===== src/rtl/touch_point_qualifier.sv =====
// Qualifies raw touchpad samples: pressure debounce, power-of-two x/y averaging,
// offset/shift calibration with clamping, and frame-coherent commit of the coordinate pair.
module touch_point_qualifier #(
   parameter int X_OFFSET      = 150,
   parameter int Y_OFFSET      = 300,
   parameter int SHIFT         = 2,
   parameter int X_MAX         = 479,
   parameter int Y_MAX         = 271,
   parameter int Z_THRESH      = 256,
   parameter int PRESS_COUNT   = 4,
   parameter int RELEASE_COUNT = 4,
   parameter int AVG_LOG2      = 2
) (
   input  logic        cclk,
   input  logic        reset,
   input  logic        sample_valid,
   input  logic [11:0] touch_x,
   input  logic [11:0] touch_y,
   input  logic [11:0] touch_z,
   input  logic        new_frame,
   output logic [11:0] locked_x,
   output logic [11:0] locked_y,
   output logic        touch_active,
   output logic        new_point
);

   localparam int SW = 12 + AVG_LOG2;
   localparam int CW = 8;
   localparam logic [CW-1:0] L_PRESS   = CW'(PRESS_COUNT);
   localparam logic [CW-1:0] L_RELEASE = CW'(RELEASE_COUNT);
   localparam logic [CW-1:0] L_BATCH   = CW'(2 ** AVG_LOG2);
   localparam logic [11:0]   L_XOFF    = 12'(X_OFFSET);
   localparam logic [11:0]   L_YOFF    = 12'(Y_OFFSET);
   localparam logic [11:0]   L_XMAX    = 12'(X_MAX);
   localparam logic [11:0]   L_YMAX    = 12'(Y_MAX);
   localparam logic [11:0]   L_ZTH     = 12'(Z_THRESH);

   typedef enum logic [1:0] {
      S_IDLE     = 2'd0,
      S_DEBOUNCE = 2'd1,
      S_TRACK    = 2'd2
   } state_t;

   // Average a full window, remove the offset without wrapping, scale, then clamp.
   function automatic logic [11:0] f_calibrate(input logic [SW-1:0] sum,
                                               input logic [11:0]   offset,
                                               input logic [11:0]   max_v);
      logic [11:0] avg;
      logic [11:0] scaled;
      avg = sum[SW-1:AVG_LOG2];
      if (avg < offset) begin
         scaled = 12'd0;
      end else begin
         scaled = (avg - offset) >> SHIFT;
      end
      if (scaled > max_v) begin
         return max_v;
      end else begin
         return scaled;
      end
   endfunction

   state_t         r_state;
   state_t         w_state_nxt;
   logic [CW-1:0]  r_press_cnt, w_press_cnt_nxt;
   logic [CW-1:0]  r_rel_cnt,   w_rel_cnt_nxt;
   logic [CW-1:0]  r_acc_cnt,   w_acc_cnt_nxt;
   logic [SW-1:0]  r_sum_x,     w_sum_x_nxt;
   logic [SW-1:0]  r_sum_y,     w_sum_y_nxt;
   logic           w_batch_done;
   logic           w_release;
   logic [SW-1:0]  w_add_x, w_add_y;
   logic [11:0]    w_cal_x, w_cal_y;
   logic           w_smp_press, w_smp_rel;
   logic [11:0]    r_pend_x, r_pend_y;
   logic           r_pend_valid;
   logic [11:0]    r_locked_x, r_locked_y;
   logic           r_active, r_new_point;
   logic           w_commit;

   assign w_smp_press = sample_valid & (touch_z >= L_ZTH);
   assign w_smp_rel   = sample_valid & (touch_z < L_ZTH);
   // The completing sample is folded in combinationally so pending lands on its own edge.
   assign w_add_x     = r_sum_x + SW'(touch_x);
   assign w_add_y     = r_sum_y + SW'(touch_y);
   assign w_cal_x     = f_calibrate(w_add_x, L_XOFF, L_XMAX);
   assign w_cal_y     = f_calibrate(w_add_y, L_YOFF, L_YMAX);
   assign w_commit    = new_frame & r_pend_valid;

   // State and counter registers.
   always_ff @(posedge cclk) begin
      if (reset) begin
         r_state     <= S_IDLE;
         r_press_cnt <= {CW{1'b0}};
         r_rel_cnt   <= {CW{1'b0}};
         r_acc_cnt   <= {CW{1'b0}};
         r_sum_x     <= {SW{1'b0}};
         r_sum_y     <= {SW{1'b0}};
      end else begin
         r_state     <= w_state_nxt;
         r_press_cnt <= w_press_cnt_nxt;
         r_rel_cnt   <= w_rel_cnt_nxt;
         r_acc_cnt   <= w_acc_cnt_nxt;
         r_sum_x     <= w_sum_x_nxt;
         r_sum_y     <= w_sum_y_nxt;
      end
   end

   // Debounce / track / release sequencing and accumulation.
   always_comb begin
      w_state_nxt     = r_state;
      w_press_cnt_nxt = r_press_cnt;
      w_rel_cnt_nxt   = r_rel_cnt;
      w_acc_cnt_nxt   = r_acc_cnt;
      w_sum_x_nxt     = r_sum_x;
      w_sum_y_nxt     = r_sum_y;
      w_batch_done    = 1'b0;
      w_release       = 1'b0;
      case (r_state)
         S_IDLE: begin
            if (w_smp_press) begin
               w_press_cnt_nxt = 8'd1;
               w_state_nxt     = S_DEBOUNCE;
            end else begin
               w_press_cnt_nxt = 8'd0;
            end
         end
         S_DEBOUNCE: begin
            if (w_smp_press) begin
               if (r_press_cnt + 8'd1 == L_PRESS) begin
                  w_state_nxt     = S_TRACK;
                  w_press_cnt_nxt = 8'd0;
                  w_rel_cnt_nxt   = 8'd0;
                  w_acc_cnt_nxt   = 8'd0;
                  w_sum_x_nxt     = {SW{1'b0}};
                  w_sum_y_nxt     = {SW{1'b0}};
               end else begin
                  w_press_cnt_nxt = r_press_cnt + 8'd1;
               end
            end else if (w_smp_rel) begin
               w_press_cnt_nxt = 8'd0;
               w_state_nxt     = S_IDLE;
            end else begin
               w_press_cnt_nxt = r_press_cnt;
            end
         end
         S_TRACK: begin
            if (w_smp_press) begin
               w_rel_cnt_nxt = 8'd0;
               if (r_acc_cnt + 8'd1 == L_BATCH) begin
                  w_batch_done  = 1'b1;
                  w_acc_cnt_nxt = 8'd0;
                  w_sum_x_nxt   = {SW{1'b0}};
                  w_sum_y_nxt   = {SW{1'b0}};
               end else begin
                  w_acc_cnt_nxt = r_acc_cnt + 8'd1;
                  w_sum_x_nxt   = w_add_x;
                  w_sum_y_nxt   = w_add_y;
               end
            end else if (w_smp_rel) begin
               if (r_rel_cnt + 8'd1 == L_RELEASE) begin
                  w_release     = 1'b1;
                  w_state_nxt   = S_IDLE;
                  w_rel_cnt_nxt = 8'd0;
                  w_acc_cnt_nxt = 8'd0;
                  w_sum_x_nxt   = {SW{1'b0}};
                  w_sum_y_nxt   = {SW{1'b0}};
               end else begin
                  w_rel_cnt_nxt = r_rel_cnt + 8'd1;
               end
            end else begin
               w_rel_cnt_nxt = r_rel_cnt;
            end
         end
         default: begin
            w_state_nxt     = S_IDLE;
            w_press_cnt_nxt = 8'd0;
            w_rel_cnt_nxt   = 8'd0;
            w_acc_cnt_nxt   = 8'd0;
            w_sum_x_nxt     = {SW{1'b0}};
            w_sum_y_nxt     = {SW{1'b0}};
         end
      endcase
   end

   // Pending pair and frame-synchronous commit to the registered outputs.
   always_ff @(posedge cclk) begin
      if (reset) begin
         r_pend_x     <= 12'd0;
         r_pend_y     <= 12'd0;
         r_pend_valid <= 1'b0;
         r_locked_x   <= 12'd0;
         r_locked_y   <= 12'd0;
         r_active     <= 1'b0;
         r_new_point  <= 1'b0;
      end else if (w_release) begin
         r_pend_valid <= 1'b0;
         r_active     <= 1'b0;
         r_new_point  <= 1'b0;
      end else begin
         r_new_point <= w_commit;
         if (w_commit) begin
            r_locked_x <= r_pend_x;
            r_locked_y <= r_pend_y;
            r_active   <= 1'b1;
         end else begin
            r_active   <= r_active;
         end
         // A fresh batch wins over the clear so it waits for the next frame.
         if (w_batch_done) begin
            r_pend_x     <= w_cal_x;
            r_pend_y     <= w_cal_y;
            r_pend_valid <= 1'b1;
         end else if (w_commit) begin
            r_pend_valid <= 1'b0;
         end else begin
            r_pend_valid <= r_pend_valid;
         end
      end
   end

   assign locked_x     = r_locked_x;
   assign locked_y     = r_locked_y;
   assign touch_active = r_active;
   assign new_point    = r_new_point;

endmodule


===== config.mk =====
export PLATFORM = sky130hd
export DESIGN_NAME = touch_point_qualifier
export DESIGN_NICKNAME = d
export VERILOG_FILES = /design/src/rtl/touch_point_qualifier.sv
export SDC_FILE = /design/constraint.sdc
export NUM_CORES = 1
export LEC_CHECK = 0
export CORE_UTILIZATION = 60
export DETAILED_ROUTE_END_ITERATION = 16
export GPL_TIMING_DRIVEN = 0
export HOLD_SLACK_MARGIN = 0.03
export MAX_ROUTING_LAYER = met4
export PLACE_DENSITY = 0.91
export RECOVER_POWER = 100
export SLEW_MARGIN = 40
export SYNTH_ARGS = -nofsm -noshare
export SYNTH_HDL_FRONTEND = slang
export SYNTH_SLANG_ARGS = --single-unit

===== constraint.sdc =====
create_clock -name cclk -period 8 [get_ports cclk]
set_input_delay 1.6 -clock cclk [delete_from_list [all_inputs] [get_ports cclk]]
set_output_delay 1.6 -clock cclk [all_outputs]
set_load 0.02 [all_outputs]

==> impl.org, run 1 <==
** Status
- Result of the run :: completed

** Flow run
- Across the run, the number of max-cap violations was 0.

** Power
- Maximum vdd ir drop :: 89.76 uV
- Dividing total power by cell area gives a power density of 143.1 nW/um^2.
- In this run the static leakage power is 0.002606 uW.

** Critical path
- Kind of start point of the critical path :: primary input
- Largest driver fanout on the critical path :: 5
- Number of cells traversed by the worst register-to-register path :: 13
- Arrival time at the worst endpoint :: 6350 ps
- Reg2reg end :: r_pend_x[2]
- The worst setup path is captured at a register.
- The worst register-to-register path has a setup slack of 3280 ps.
- CP required :: 8220 ps
- Class of the most critical setup path :: in -> reg
- The startpoint identified for the worst register-to-register timing path is r_sum_x[0].

** Clocking
- Clock Sinks :: 97
- TritonCTS built the clock tree.
- After clock tree synthesis, the repair step resized 0 gates.
- CTS built an H-tree with a depth of 3.
- Once the clock tree was built, the setup fixing pass inserted 0 buffers.
- The number of clock buffers added by TritonCTS is 9.
- After clock tree synthesis, the clock-pin slew on the worst setup and hold paths is 110 ps.
- CTS placed an instance of clkbuf_8 at the clock tree root.
- In this run the deepest clock path goes through 2 buffers.
- Hold-fix buffers at CTS :: 0
- For the worst-skew pair, the clock arrives at the later sink with an insertion delay of 380 ps.

** Die
- The total area inside the core boundary comes to 9196 sq um.
- The die is 99.41 um wide.
- The floorplan step defined a die boundary enclosing 9881 sq um.
- Y dimension of the die :: 99.41 um
- Pin placement for this block handled 66 I/O pins.
- The initial utilization of the core area, before any placement, comes to 61.90%.
- The floorplan has 35 rows.

** Routing
- Detailed-route DRC error count :: 0
- Detail-routed net length per standard cell :: 15.91 um
- Number of routed nets with antenna violations :: 0
- For this block, the routed nets add up to 14.38 mm of wire.
- Using the TritonRoute via totals, the vias-per-cell ratio works out to 6.228.
- Initial drt markers :: 360
- The first detailed-routing pass took 7 iterations.
- Total number of vias :: 5630

** GRT
- The via count of the first global-routing pass is 5200.
- Number of antenna violations at the first check in global routing :: 0
- Wire length of the first global-routing pass :: 24.21 mm
- Overall Global Routing Usage :: 31.32%
- Pin count of the biggest net entering global routing :: 20
- Global routing finished with a remaining overflow of 0.

** STA
- Setup repair after global routing left no endpoint under its margin.
- The clock arrives with 12.79 ps of skew.
- For the pin with the worst max-slew slack, the measured transition is 987.7 ps.
- Number of endpoints failing setup at the final stage :: 0
- For the final routed database, the setup TNS stands at 0 ps.
- Post-layout minimum cycle time :: 6127 ps
- The final max-slew violation count is 0.
- Part of the cycle the worst path needs :: 76.58%
- Highest achievable clock rate :: 0.1632 GHz
- Number of hold violations in the final report :: 0
- Measured against its own limit, the worst slew margin works out to 33.56%.

** Yosys
- Counting every instance in the synthesized netlist gives 721.
- Simple-gate area share of the yosys netlist :: 24.22%
- FF+latch count, synth :: 97
- For this run, the register share of the synthesized area comes to 34.11%.
- Main combinational cell family by area after synthesis :: compound AO/OA/AOI/OAI gates
- Among all flip-flop cells after synthesis, the most frequent one is dfxtp_1.
- EDFF count, synth :: 0
- The synthesized design devotes to its leading area cell type 34.11% of total area.
- Mapped cell area :: 5693 sq um
- The number of different library cells used by synthesis comes to 74.
- Area share of xor/xnor cells in the synthesized design :: 4.440%
- For this run, the number of Yosys warnings is 0.
- After Yosys synthesis, full adders, half adders and majority gates account for 7.077% of the synthesized area.
- Measured against the total synthesized area, the mux share comes to 0.3516%.
- Leading area contributor after synthesis :: dfxtp_1
- Ranked by total cell area, the synthesized netlist is headed by dfxtp_1, a21oi_1, ha_1, nand2_1, nor2_1.
- Averaged over all synthesized cells, the footprint is 7.896 sq um.
- Share of the synthesized area in compound gates (AO/OA/AOI/OAI) :: 26.26%
- For this run, asynchronously set or reset flops after synthesis account for 0%.

** Cells and area
- Compared with the post-synthesis result, the final layout area differs by 15.47%.
- Final Net Count :: 859
- The count of cells in the finished layout, fillers not included, comes to 904.
- Most common library cell in the layout ignoring fill and taps :: dfxtp_1
- The top cell types in the final layout, fill and taps aside, are dfxtp_1, nand2_1, nor2_1, a21oi_1, o21ai_0.
- Fraction of layout cells with a size suffix above 1 :: 5.549%
- Diode insertion count for antenna repair :: 0

** Worst hold path
- Along the worst hold path, the cell count comes to 2.
- The startpoint identified for the worst hold timing path is r_pend_x[8].
- The worst hold path terminates at locked_x[8].
- The min-delay analysis places its worst path in the category reg -> reg.

** Placed design
- Port buffering added 53 buffers.
- Global placer's final weighted congestion :: 0.9098
- Dpl hpwl :: 10.59 mm
- Inst Count DP :: 888
-- Yosys cell counts, types with 3 or more instances --
| master | instances |
|---|---|
| a211o_1 | 3 |
| a211oi_1 | 14 |
| a211oi_2 | 5 |
| a21o_1 | 8 |
| a21oi_1 | 73 |
| a22o_1 | 13 |
| a311oi_1 | 4 |
| a31oi_1 | 6 |
| and2_1 | 7 |
| and3_1 | 18 |
| buf_4 | 4 |
| clkbuf_1 | 21 |
| dfxtp_1 | 97 |
| ha_1 | 29 |
| inv_1 | 17 |
| nand2_1 | 96 |
| nand2b_1 | 13 |
| nand3_1 | 14 |
| nand4_1 | 4 |
| nor2_1 | 92 |
| nor2b_1 | 3 |
| nor3_1 | 14 |
| nor3b_1 | 7 |
| nor4_1 | 4 |
| o211ai_1 | 11 |
| o21a_1 | 4 |
| o21ai_0 | 44 |
| o21ai_1 | 4 |
| or2_2 | 5 |
| or3_1 | 7 |
| xnor2_1 | 16 |
| xor2_1 | 11 |
-- state kept, by name, indices dropped and copies added, names as in the netlist --
name	cells
r_sum_x	14
r_sum_y	14
locked_x	10
locked_y	10
r_pend_x	10
r_pend_y	10
r_acc_cnt	8
r_press_cnt	8
r_rel_cnt	8
r_state	2
new_point	1
r_pend_valid	1
touch_active	1
-- power by group --
group	internal (uW)	switching, uW
Clock	154	197
Sequential	484	0.879
Combinational	42.1	63.2
-- worst max-delay path by stage --
| stage | end | slack, ps | depth (start not counted) | startpoint |
|---|---|---|---|---|
| 2_1_floorplan | r_pend_x[0] | 3370 | 13 | touch_x[0] |
| 3_3_place_gp | r_pend_x[3] | 2590 | 13 | touch_x[0] |
| 3_5_place_dp | r_pend_x[2] | 2490 | 13 | touch_x[0] |
| 4_1_cts | r_pend_x[5] | 2870 | 13 | touch_x[0] |
| 5_1_grt | r_pend_x[3] | 1510 | 14 | touch_x[0] |
| 6_report | r_pend_x[2] | 1870 | 14 | touch_x[0] |
-- cell families after synthesis --
family,after synthesis
other,1
xor gates and xnor gates,28
muxes,2
DFF,97
buffers and inverters,46
AOI/OAI and AO/OA,221
adders and majority gates,31
and+or+nand+nor,295
-- routing by layer --
layer | GRT usage [%] | share of wire [%]
met1 | 40.11 | 44
met2 | 49.68 | 47
met3 | 3.865 | 5.9
met4 | 14.25 | 3.1
met5 | - | 0
-- critical path, cell delays in order --
cell and delay [ps]:
dlygate4sd3_1 530, ha_1 210, inv_1 70, fa_1 370, nand2b_1 220, a21oi_1 200
xor2_1 130, ha_1 240, o211ai_1 370, a31oi_1 230, or4_2 580, a221oi_1 590
a21boi_0 860, a211oi_2 150
-- final cells by class --
cell class | count | area, sq um
multi-input cells | 581 | 3541
fillers | 750 | 2623
flip-flops and latches | 97 | 1942
repair buffers | 53 | 530.5
well taps | 111 | 138.9
plain buffers | 29 | 133.9
clock buffers | 9 | 123.9
clock inverters | 7 | 100.1
inverters | 17 | 63.81
-- through the flow --
step                hold slack (ps)  power [uW]  worst slack [ps]  cell area [sq um]  util (%)
global placement              441.7       595.6              2587               6374     69.31
CTS                           456.5       939.5              2868               6603     71.80
detailed placement            439.9       598.5              2491               6379     69.36
floorplan                     419.7       564.3              3370               5704         -
global route                  476.7       974.9              1511               6574     71.48
finish                        452.9       940.9              1873               6574     71.48
No activity file was read; power rests on OpenSTA's default activity.
==> run 2, diff against run 1 <==
--- a/config.mk
+++ b/config.mk
@@ -5,12 +5,12 @@
 export SDC_FILE = /design/constraint.sdc
 export NUM_CORES = 1
 export LEC_CHECK = 0
-export CORE_UTILIZATION = 60
+export CORE_UTILIZATION = 57
 export DETAILED_ROUTE_END_ITERATION = 16
 export GPL_TIMING_DRIVEN = 0
 export HOLD_SLACK_MARGIN = 0.03
 export MAX_ROUTING_LAYER = met4
-export PLACE_DENSITY = 0.91
+export PLACE_DENSITY = 0.87
 export RECOVER_POWER = 100
 export SLEW_MARGIN = 40
 export SYNTH_ARGS = -nofsm -noshare
==> constraint.sdc (replaced) <==
create_clock -name cclk -period 6.1 [get_ports cclk]
set_input_delay 1.22 -clock cclk [delete_from_list [all_inputs] [get_ports cclk]]
set_output_delay 1.22 -clock cclk [all_outputs]
set_load 0.02 [all_outputs]
==> run 2 against run 1 <==
Compared with the run above: combinational power is 30% higher; global-route usage fell by 3.3 points; worst hold slack got worse by 3.1 ps; final cell count rose by 2.4%; via count decreased by 1.2%; largest power group unchanged; highest routed layer unchanged.
==> impl.org, run 2 (same netlist as run 1, synthesis figures left out) <==
** Status
- The flow ran to the end, and the final reports show no timing, DRC or antenna violations.

** Die
- Initial Utilization :: 58.51%
- Floorplan die area :: 10390 sq um
- In this run the vertical extent of the chip is 101.9 um.
- CORE AREA :: 9729 sq um
- The die is 101.9 um wide.
- Number of ports placed on the die boundary :: 66
- After floorplanning, the core was divided into 36 placement rows.

** Clocking
- Worst-case clock buffer depth :: 2
- CTS placed an instance of clkbuf_8 at the clock tree root.
- Post-CTS setup-driven buffer insertion count :: 0
- TritonCTS built the clock tree.
- In this run the number of H-tree levels came out at 3.
- Buffers inserted during clock tree synthesis total 9.
- Resized Gates After CTS :: 0
- Clock-pin slew was measured on the worst setup and hold paths at 110 ps.
- Insertion delay to the later sink of the worst-skew pair :: 380 ps
- Clock Sinks :: 97
- Hold repair after CTS inserted 0 buffers.

** Critical path
- Of all nets on the critical path, the largest fanout is 7.
- Crit-path cells :: dlygate4sd3_1 > ha_1 > inv_1 > fa_1 > nand2b_1 > a21o_1 > a2111oi_0 > nor3_1 > a211oi_1 > nor4_1 > a221oi_1 > a21boi_4 > a211oi_1
- Type of destination of the critical path :: register
- The largest single stage delay on the critical path is 670 ps.
- Class of the most critical setup path :: in -> reg
- For the worst setup path, the data required time is 6330 ps.
- Most frequent cell on the critical path :: a211oi_1
- Arrival time at the worst endpoint :: 5450 ps
- Crit path max-delay cell type :: a221oi_1
- Kind of start point of the critical path :: primary input

** STA
- Static timing analysis puts the maximum clock frequency at 0.1915 GHz.
- Of the available clock period, the critical path in the final layout requires 85.59%.
- The number of endpoints with negative hold slack in the final report was 0.
- For the pin with the worst max-slew slack, the measured transition is 805.6 ps.
- Worst Skew :: 21.94 ps
- Setup total negative slack on the finished layout was measured at 0 ps.
- Normalized max-slew margin :: 46.10%
- Setup repair after global routing left no endpoint under its margin.
- For the finished layout, the period the worst path requires is 5221 ps.
- Worst hold margin :: 449.8 ps
- Across all setup checks in the final design, the least slack found is 879.3 ps.
- Setup violations remaining at the end of the flow were counted as 0.
- Slew Limit Fails :: 0

** Cells and area
- At the end of the flow, the number of nets in the layout was 859.
- Signed area change from the synthesized netlist to the final layout :: 15.56%
- Most common library cell in the layout ignoring fill and taps :: dfxtp_1
- Diode insertion count for antenna repair :: 0
- Cells with a size suffix above 1 make up 5.170% of the layout.
- In the layout the commonest cells are dfxtp_1, nand2_1, nor2_1, a21oi_1, o21ai_0.
- The layout has 811 filler cells.
- The largest registers in the layout are r_sum_x (14), r_sum_y (14).
- Core Util, Final :: 67.62%
- The count of cells in the finished layout, fillers not included, comes to 926.

** GRT
- Vias in the first global route :: 4981
- Overall Global Routing Usage :: 28.06%
- Pin count of the biggest net entering global routing :: 21
- After global routing the overflow that remains totals 0.
- The first global-routing pass estimated 22.73 mm of wire.
- The initial antenna violation count was 0.

** Routing
- Number of routed nets with antenna violations :: 0
- Detailed-route DRC error count :: 0
- Total number of vias :: 5563
- In this run, the number of DRC markers left after iteration 0 of detailed routing was 298.
- Via/cell ratio :: 6.008
- After detailed routing, the average wire length per cell comes to 15.03 um.
- Number of iterations in the first detailed-routing pass :: 7
- Total Routed Length :: 13.92 mm

** Placed design
- Routability-driven placement finished with a final weighted congestion of 0.9537.
- Port Buf Inserts :: 53
- Inst Count DP :: 910
- Dpl hpwl :: 10.44 mm
- Before CTS, the worst setup slack after placement is 864.9 ps.

** Power
- IR analysis of the VDD net gives a maximum drop of 152.1 uV.
- Static power due to leakage :: 0.002600 uW
- Total power per unit cell area :: 182.7 nW/um^2

** Worst hold path
- The worst hold path belongs to the class reg -> reg.

** Flow run
- Max-cap violations in this run came to 0.
run 2: cell count changes in the layout (fill, tap and decap cells not counted), sizes merged:
cell | previous run | this run
bufinv | 1 | 0
inv | 19 | 20
dlygate4sd3 | 27 | 26
clkdlybuf4s50 | 26 | 27
run 2: metal layers:
metal  part of all wire, %  up-vias  track usage, %
li1                      -     2735               -
met3                   4.8       31           3.352
met2                    49      178           46.47
met4                   1.9        0           9.011
met1                    45     2619           35.73
met5                     0        -               -
run 2: cell type report:
class	instances	area [sq um]	area share (%)
sequential	97	1942	29.52
timing repair buffer	53	530.5	8.064
inverter	17	63.81	0.9700
buffer	29	133.9	2.035
tap	133	166.4	2.529
clock inverter	7	83.83	1.274
multi-input combinational	581	3535	53.73
clock buffer	9	123.9	1.883
run 2: path summary, 6_finish.rpt:
check / from / endpoint / slack, ps / cells after the start
hold reg to reg: r_pend_y[1] / locked_y[1] / 450 / 2
setup / recovery: touch_x[0] / r_pend_x[2] / 880 / 13
hold / removal: r_pend_y[1] / locked_y[1] / 450 / 2
setup reg to reg: r_sum_x[0] / r_pend_x[2] / 1930 / 12
run 2: power breakdown:
| part | switching [uW] | leakage (uW) | internal (uW) |
|---|---|---|---|
| Clock | 264 | 0.000105 | 165 |
| Sequential | 1.08 | 0.000781 | 634 |
| Combinational | 81.3 | 0.00171 | 55.7 |
run 2: worst max-delay path, delay by kind of cell:
family	cells	cell delay, ps
compound gates	6	2470
fa+ha+maj	2	630
buf+inv	2	600
simple gates	3	540
run 2: through the flow:
stage	instance area, sq um	power, uW
2_1_floorplan	5704	740.0
3_3_place_gp	6401	781.5
3_5_place_dp	6406	785.3
4_1_cts	6614	1203
5_1_grt	6579	1248
6_report	6579	1202
==> run 3, diff against run 2 <==
--- a/config.mk
+++ b/config.mk
@@ -5,14 +5,15 @@
 export SDC_FILE = /design/constraint.sdc
 export NUM_CORES = 1
 export LEC_CHECK = 0
+export ABC_AREA = 1
 export CORE_UTILIZATION = 57
 export DETAILED_ROUTE_END_ITERATION = 16
 export GPL_TIMING_DRIVEN = 0
 export HOLD_SLACK_MARGIN = 0.03
 export MAX_ROUTING_LAYER = met4
-export PLACE_DENSITY = 0.87
+export PLACE_DENSITY = 0.86
 export RECOVER_POWER = 100
-export SLEW_MARGIN = 40
+export SLEW_MARGIN = 20
 export SYNTH_ARGS = -nofsm -noshare
 export SYNTH_HDL_FRONTEND = slang
 export SYNTH_SLANG_ARGS = --single-unit
==> run 3 against run 2 <==
Compared with the run above: clock power is 4.7% higher; synthesized area up 7.2%; sequential power increased by 0.9%; clock skew decreased by 8.7 ps; critical path depth fell by 2; synthesized cell count grew 22%; combinational power grew 37%; largest power group unchanged.
==> impl.org, run 3 <==
** Status
- Result of the run :: completed

** GRT
- Number of antenna violations at the first check in global routing :: 0
- Pin count of the biggest net entering global routing :: 18
- Global routing finished with a remaining overflow of 0.
- The via count of the first global-routing pass is 5103.
- For this run, the total global-route usage over all layers was measured as 26.35%.
- The first global-routing pass estimated 23.14 mm of wire.

** Routing
- For this run, design rule violations remaining after detail routing come to 0.
- Number of iterations in the first detailed-routing pass :: 5
- Uppermost signal routing layer after detailed routing :: met4
- DR WL met2 :: 6.103 mm
- The detailed router put a total of 6.635 mm of wire on met1.
- Detail-routed net length per standard cell :: 12.45 um
- Met3 Routed Length :: 607 um
- Once detail routing completed, the nets flagged for antenna violations numbered 0.
- The detailed router finished its first iteration with 335 violations.
- The detailed router placed 5713 vias in this run.
- Total Routed Length :: 13.56 mm
- Via/cell ratio :: 5.246

** Clocking
- Buffers added to address setup during post-CTS repair amount to 0.
- CTS buffer count :: 9
- The later pin in the worst-skew pair is clocked with a latency of 370 ps.
- Clock-pin slew was measured on the worst setup and hold paths at 100 ps.
- Clock Sinks :: 97
- After clock tree synthesis, the repair step resized 0 gates.
- In this run, post-CTS hold repair placed 0 buffers.
- CTS placed an instance of clkbuf_8 at the clock tree root.
- The longest clock path from root to sink contains 2 buffers.
- CTS H-Tree Depth :: 3
- TritonCTS built the clock tree.

** Yosys
- Synth Instances :: 881
- FF+latch count, synth :: 97
- Unique masters post-synth :: 57
- Synth warnings :: 0
- Share of synthesized area occupied by flip-flops and latches :: 31.83%
- nand2_1 is the most common cell in the netlist.
- Leading area contributor after synthesis :: dfxtp_1
- Ranked by total cell area, the synthesized netlist is headed by dfxtp_1, nand2_1, nor2_1, ha_1, inv_1.
- Proportion of netlist area held by the largest area contributor :: 31.83%
- Mapped cell area :: 6101 sq um
- Most frequent cells after synthesis :: nand2_1, dfxtp_1, nor2_1
- Post-synth ARST share :: 0%
- Averaged over all synthesized cells, the footprint is 6.925 sq um.
- EDFF count, synth :: 0
- Primary flip-flop cell chosen by synthesis mapping :: dfxtp_1

** STA
- Derived from the worst setup path, the maximum achievable clock frequency is 0.2071 GHz.
- Post-layout minimum cycle time :: 4828 ps
- At the pin with the least slew margin, the transition time is 809.4 ps.
- Setup violations remaining at the end of the flow were counted as 0.
- Part of the cycle the worst path needs :: 79.14%
- Slew Limit Fails :: 0
- Worst Skew :: 13.22 ps
- On the final layout, the worst hold slack is 460.9 ps.
- Setup repair after global routing left no endpoint under its margin.
- Normalized max-slew margin :: 45.84%
- After routing, the total negative slack on setup checks comes to 0 ps.
- Number of hold violations in the final report :: 0

** Die
- Initial Utilization :: 58.83%
- The die is 105.5 um tall.
- Number of ports placed on the die boundary :: 66
- Cell Rows :: 37
- CORE AREA :: 10370 sq um
- Die width :: 105.5 um
- Floorplan die area :: 11120 sq um

** Critical path
- Source of the worst register-to-register timing path :: r_acc_cnt[0]
- In this run the worst path has a maximum fanout of 10.
- CP required :: 6410 ps
- Flop-to-flop setup slack :: 2450 ps
- Data on the critical path arrives at its endpoint at 5130 ps.
- Type of destination of the critical path :: register
- In this run the critical register-to-register path is captured at r_pend_y[6].
- Kind of start point of the critical path :: primary input
- Number of cells traversed by the worst register-to-register path :: 11
- Class of the most critical setup path :: in -> reg

** Placed design
- Dpl hpwl :: 10.35 mm
- Port buffering added 53 buffers.
- Summing all placed instances gives a cell area of 6813 sq um.
- At the end of routability-driven placement, the weighted congestion stood at 0.8917.
- Inst Count DP :: 1073

** Cells and area
- After routing the design area is 6870 sq um.
- Highest-count cells in the layout ignoring fill and taps :: nand2_1, nor2_1, inv_1, dfxtp_1, nand3_1
- Most common library cell in the layout ignoring fill and taps :: nand2_1
- Fraction of layout cells with a size suffix above 1 :: 8.080%
- The finished layout holds 1089 standard cells, fillers aside.
- Diode insertion count for antenna repair :: 0
- Signed area change from the synthesized netlist to the final layout :: 12.61%
- In the final layout, the registers with the most flip-flops are r_sum_x (14), r_sum_y (14).
- Final Net Count :: 1019

** Power
- Total power per unit cell area :: 186.0 nW/um^2
- Static power due to leakage :: 0.003195 uW
- Maximum vdd ir drop :: 157.8 uV

** Worst hold path
- Counting instances, the worst hold path has a depth of 2.
- Worst Hold Class :: reg -> reg
- For hold timing, the worst endpoint is r_pend_y[9].
- Launch point of the worst hold path :: r_pend_y[9]

** Flow run
- Max-cap viol count :: 0
-- run 3: changes by cell type in the layout (fill, tap and decap cells not counted), moves of 18 or more --
cell	before	now
nand3_1	14	62
and3_1	18	0
nand2_2	0	18
inv_1	17	97
a21oi_1	73	48
nand2_1	96	234
-- run 3: where the power goes --
group	internal [uW]	total, uW	switching, uW	leakage (uW)
registers	637	641	3.87	0.000782
clock network	205	449	243	0.000103
logic	70.3	188	118	0.00231
-- run 3: worst max-delay path: stages --
cell	delay, ps
dlygate4sd3_1	640
clkinv_1	110
nor2_1	250
inv_1	140
nor2_1	280
inv_1	230
nor2_1	680
clkinvlp_2	560
a31oi_1	670
nand4_1	190
a21oi_1	160
-- run 3: layer usage --
layer	GRT usage (%)	vias to the layer above
met5	-	-
met2	41.92	148
met1	35.28	2574
met3	3.896	18
met4	6.338	0
li1	-	2973
-- run 3: logic make-up after synthesis --
group,Yosys count,share of synthesized area [%]
flops,97,31.83
other cells,1,0.06147
simple gates,460,34.80
fa+ha+maj,31,6.604
buf+inv,130,9.229
compound gates,136,13.25
xor+xnor,26,4.225
-- run 3: worst max path at each step --
stage | start | end | slack (ps)
floorplan | touch_y[0] | r_pend_y[0] | 2550
global placement | touch_y[0] | r_pend_y[0] | 1600
detailed placement | touch_y[0] | r_pend_y[0] | 1590
CTS | touch_y[0] | r_pend_y[1] | 1910
global route | sample_valid | r_pend_y[4] | 910
finish | sample_valid | r_pend_y[6] | 1270
-- run 3: per-stage QoR --
step / utilization (%) / power, uW / worst slack (ps)
after floorplan: - / 792.6 / 2549
after global placement: 65.70 / 843.8 / 1599
after detailed placement: 65.70 / 847.2 / 1593
after CTS: 67.72 / 1289 / 1907
after global routing: 66.25 / 1331 / 913.9
final: 66.25 / 1278 / 1272
-- run 3: area by class of cell --
cell class | instances | area (sq um)
buffer | 23 | 127.6
clock buffer | 10 | 137.6
clock inverter | 6 | 72.57
fill | 974 | 3500
inverter | 107 | 405.4
multi-input combinational | 657 | 3485
sequential | 97 | 1942
tap | 136 | 170.2
timing repair buffer | 53 | 530.5
